$ cat config.mk
export PLATFORM = sky130hd
export DESIGN_NAME = rijndael_subbytes_seq
export DESIGN_NICKNAME = d
export VERILOG_FILES = /design/src/rtl/rijndael_subbytes_seq.sv
export SDC_FILE = /design/constraint.sdc
export NUM_CORES = 1
export LEC_CHECK = 0
export BUFFER_PORTS_ARGS = -buffer_cell sky130_fd_sc_hd__buf_2
export CORE_ASPECT_RATIO = 0.6
export CORE_MARGIN = 1.5
export CORE_UTILIZATION = 35
export DETAILED_ROUTE_END_ITERATION = 6
export PLACE_DENSITY = 0.58
export REMOVE_ABC_BUFFERS = 1
export SKIP_LAST_GASP = 1
export SYNTH_ARGS = -nofsm -noshare
export SYNTH_HDL_FRONTEND = slang
export SYNTH_SLANG_ARGS = --single-unit
export TNS_END_PERCENT = 1
$ cat constraint.sdc
create_clock -name clk -period 4.4 [get_ports clk]
set_input_delay 0.44 -clock clk [delete_from_list [all_inputs] [get_ports clk]]
set_output_delay 0.44 -clock clk [all_outputs]
set_load 0.1 [all_outputs]
$ cat src/rtl/rijndael_subbytes_seq.sv
// Folded SubBytes: walks a Rijndael state through NSBOX shared S-box lanes one chunk per cycle,
// yielding the lanes to single-word key-schedule SubWord requests with absolute priority.
module rijndael_subbytes_seq #(
  parameter int unsigned NB    = 4,
  parameter int unsigned NSBOX = 4
) (
  input  logic                  clk,
  input  logic                  rst_n,
  input  logic                  in_valid,
  output logic                  in_ready,
  input  logic [32*NB-1:0]      in_state,
  output logic                  out_valid,
  input  logic                  out_ready,
  output logic [32*NB-1:0]      out_state,
  output logic [8*NSBOX-1:0]    sbox_in,
  input  logic [8*NSBOX-1:0]    sbox_out,
  input  logic                  ks_req,
  input  logic [31:0]           ks_word,
  output logic                  ks_gnt,
  output logic [31:0]           ks_result
);

  localparam int unsigned STATESIZE = 32 * NB;
  localparam int unsigned NCHUNK    = (4 * NB) / NSBOX;
  localparam int unsigned CHUNK_W   = 8 * NSBOX;
  localparam int unsigned CNT_W     = (NCHUNK > 1) ? $clog2(NCHUNK) : 1;
  localparam int unsigned KS_RUN_W  = 3;
  localparam int unsigned KS_MAX    = 4;

  typedef enum logic [1:0] {
    IDLE = 2'd0,
    BUSY = 2'd1,
    DONE = 2'd2
  } state_e;

  state_e                 state_q, state_d;
  logic [CNT_W-1:0]       cnt_q, cnt_d;
  logic [STATESIZE-1:0]   work_q, work_d;
  logic [STATESIZE-1:0]   out_state_q, out_state_d;
  logic                   out_valid_q, out_valid_d;
  logic [KS_RUN_W-1:0]    ks_run_q, ks_run_d;
  logic [CHUNK_W-1:0]     sbox_in_c;
  int unsigned            chunk_base;

  always_ff @(posedge clk or negedge rst_n) begin
    if (!rst_n) begin
      state_q     <= IDLE;
      cnt_q       <= '0;
      work_q      <= '0;
      out_state_q <= '0;
      out_valid_q <= 1'b0;
      ks_run_q    <= '0;
    end else begin
      state_q     <= state_d;
      cnt_q       <= cnt_d;
      work_q      <= work_d;
      out_state_q <= out_state_d;
      out_valid_q <= out_valid_d;
      ks_run_q    <= ks_run_d;
    end
  end

  // Next-state, chunk write-back and lane steering; a key-schedule request freezes the datapath.
  always_comb begin
    state_d     = state_q;
    cnt_d       = cnt_q;
    work_d      = work_q;
    out_state_d = out_state_q;
    out_valid_d = out_valid_q;
    sbox_in_c   = '0;
    chunk_base  = 32'(cnt_q) * CHUNK_W;

    if (ks_req) begin
      sbox_in_c[31:0] = ks_word;
    end

    case (state_q)
      IDLE: begin
        if (in_valid) begin
          work_d  = in_state;
          cnt_d   = '0;
          state_d = BUSY;
        end
      end
      BUSY: begin
        if (!ks_req) begin
          sbox_in_c                       = work_q[chunk_base +: CHUNK_W];
          work_d[chunk_base +: CHUNK_W]   = sbox_out;
          if (cnt_q == CNT_W'(NCHUNK - 1)) begin
            out_state_d = work_d;
            out_valid_d = 1'b1;
            cnt_d       = '0;
            state_d     = DONE;
          end else begin
            cnt_d = cnt_q + CNT_W'(1);
          end
        end
      end
      DONE: begin
        if (out_ready) begin
          out_valid_d = 1'b0;
          state_d     = IDLE;
        end
      end
      default: begin
        state_d = IDLE;
      end
    endcase
  end

  // Length of the current unbroken run of key-schedule requests, saturating at the limit.
  always_comb begin
    ks_run_d = '0;
    if (ks_req) begin
      ks_run_d = (ks_run_q >= KS_RUN_W'(KS_MAX)) ? ks_run_q : ks_run_q + KS_RUN_W'(1);
    end
  end

  assign in_ready  = (state_q == IDLE);
  assign out_valid = out_valid_q;
  assign out_state = out_state_q;
  assign sbox_in   = sbox_in_c;
  assign ks_gnt    = ks_req;
  assign ks_result = ks_req ? sbox_out[31:0] : 32'h0;

  // The requester may hold the lanes for at most KS_MAX consecutive cycles.
  ks_starve_a: assert property (@(posedge clk) disable iff (!rst_n)
    ks_req |-> (ks_run_q < KS_RUN_W'(KS_MAX)));

endmodule

==> flow_summary.yaml <==
synthesis:
  yosysMostFrequentCell: "dfrtp_1"
  synth_edf_count: 0
  synth_top_area_share_pct: 44.5
  synth_largest_area_cell: "dfrtp_1"
  async_flop_share_pct: 100
  yosysSeqAreaShare_pct: 44.5
  synth_top_family_by_area: "compound AO/OA/AOI/OAI gates"
  synth-simple-area-share_pct: 11.2
  synth_flop_cell: "dfrtp_1"
  yosysWarnings: 0
  synth_xor_area_share_pct: 0
  syn_area_per_cell_um2: 10.2
  synth_compound_area_share_pct: 32.0
  syn_area_um2: 14700
  synthCells: 1446
  synthMuxAreaShare_pct: 4.98
  synth.cells.most_frequent: "261 x dfrtp_1, 114 x clkbuf_1, 110 x nor2_1"
  synth-seq-cells: 261
  synthAdderAreaFrac_pct: 0.511
  synth_top_cells_by_area: "dfrtp_1 44%, o2bb2ai_1 6.2%, mux4_2 4.9%"
  ys_types: 45
setup_path:
  setup.worst_path.end: "work_q[39]"
  crit_path_start_kind: "flop"
  r2r_setup_slack_ps: 1060
  path_cells: "inv_2, buf_4, ha_4, and3b_2, a311oi_1, o2bb2ai_1"
  r2r_cells: 6
  cp_top_family: "adder cells"
  critPathKind: "flop to flop"
  slowest_stage: "ha_4"
  slowest_delay_ps: 780
  crit_required_ps: 4830
  r2r-start: "cnt_q[0]"
  r2r-end: "work_q[39]"
  path_depth: 6
  arrival_ps: 3770
  startpoint: "cnt_q[0]"
  endpoint_kind: "flop"
  critical_path.max_fanout: 61
  path_buf_inv: 2
finish:
  area_growth_pct: 22.0
  fill_cells: 3914
  drive_above_1_share_pct: 31.3
  fin_nets: 1899
  post-route-util_pct: 43.8
  finalNonFillerCells: 2283
floorplanning:
  start_util_pct: 35.9
  io_pins: 392
  die_x_um: 267
  num_rows: 57
  core-area_um2: 40900
  die_h_um: 162
  die_area_um2: 43200
clock_network:
  htree_levels: 1
  ctsResizeCount: 0
  hold_buffers: 0
  cts_made_buffers: 28
  cts_num_sinks: 261
  cts.path.max_buffers: 3
  clk_latency_ps: 560
  clk_pin_slew_ps: 60
  cts_tree: "done"
  root_buffer: "clkbuf_16"
  post_cts_buffers: 0
sta:
  drv_slew: 0
  fin_skew_ps: 14.8
  final.min_clock_period_ps: 3340
  finalHoldViolCount: 26
  rsz0062_at_grt: "no"
  setup_viol: 0
  fmaxAchievable_mhz: 300
  period_share_pct: 75.9
  worst_slew_pin_slew_ps: 1070
  holdWs_ps: -20.0
  max_slew_margin_pct: 28.5
routing:
  route.detailed.drc: 0
  first_pass_iters: 5
  drtIter0Drc: 1315
  via_count: 14300
  wirelength_um: 58900
  ant_nets: 0
  wl_per_cell_um: 25.8
  vias_per_cell: 6.27
global_routing:
  antenna_found_initial: 7
  grt_overflow_total: 0
  grt_max_degree: 153
  grt_pass1_wl_um: 87700
  grt_pass1_vias: 14000
  grtUsageTotal_pct: 26.6
placed_design:
  dp_cells: 2226
  port_buffers: 391
  post-dp-hpwl_um: 36500
  gp_congestion: 0.780
run:
  max_cap_viol_count: 0
min_path:
  hold_class: "input pin to async pin"
status:
  failed_checks: "negative hold slack"
  status: "finished with violations"
[layer usage]
| metal | part of all wire, % | global-route usage, % | vias up |
|---|---|---|---|
| met5 | 0 | 0 | - |
| met4 | 2.4 | 7.68 | 0 |
| met3 | 8.6 | 5.35 | 98 |
| met2 | 45 | 40.0 | 721 |
| met1 | 44 | 38.7 | 7292 |
| li1 | - | - | 6211 |
[metrics by stage]
stage | instance area (um2) | TNS [ps] | setup WS [ps]
5_1_grt | 17900 | 0 | 879
3_5_place_dp | 17000 | 0 | 1140
3_3_place_gp | 17000 | 0 | 1200
2_1_floorplan | 13800 | -2764390 | -17370
6_report | 17900 | 0 | 1060
4_1_cts | 17900 | 0 | 1040
[worst min-delay path by stage]
stage | from | slack [ps] | to | depth (start not counted)
finish | rst_n | -20 | out_state[10] | 1
global route | rst_n | 20 | work_q[29] | 1
CTS | rst_n | 20 | out_state[10] | 1
detailed placement | work_q[10] | 490 | work_q[10] | 1
global placement | work_q[22] | 480 | work_q[22] | 1
floorplan | rst_n | 140 | cnt_q[0] | 0
[state kept, by name, summed over array words and instances, names as in the netlist]
register,flops
cnt_q,2
out_state,128
out_valid,1
state_q,2
work_q,128
[kinds of logic (layout without fill, tap and decap cells)]
logic type / after synthesis / count (layout)
other cells: 0 / 8
mux: 33 / 33
flops: 261 / 261
compound gates: 623 / 623
fa+ha+maj: 6 / 6
buf+inv: 236 / 505
simple gates: 287 / 287
[cells in the final DEF (no fill, tap or decap), types with 5 or more instances in the layout]
cell       instances
nor2b_1           73
buf_4             32
o221ai_1          72
dfrtp_1          258
buf_12             5
a22oi_1           14
mux4_2            32
clkinv_2           5
and3_1            21
inv_1             26
o21ai_0           24
clkbuf_1           5
a31oi_1           70
a32oi_1           74
clkbuf_16         29
nor2_1           110
a21oi_1          107
a311oi_1          70
buf_2            389
and2_1            43
and4b_1           15
clkbuf_8           8
o22a_1            21
o22ai_1           24
diode_2            8
a22o_1            32
o2bb2ai_1        104
[layout make-up]
cell class                 instances  area (um2)  share of cell area (%)
tap                              560         701                    3.91
clock buffer                      42         855                    4.77
sequential                       261        6540                    36.5
inverter                          29         110                   0.614
multi-input combinational        949        7300                    40.7
antenna                            8        20.0                   0.112
timing repair buffer             427        2300                    12.8
clock inverter                     7        91.3                   0.510
Power is left out: the tool's default activity adds up to more than one toggle a clock period on the data nets, which glitch-free logic cannot reach.
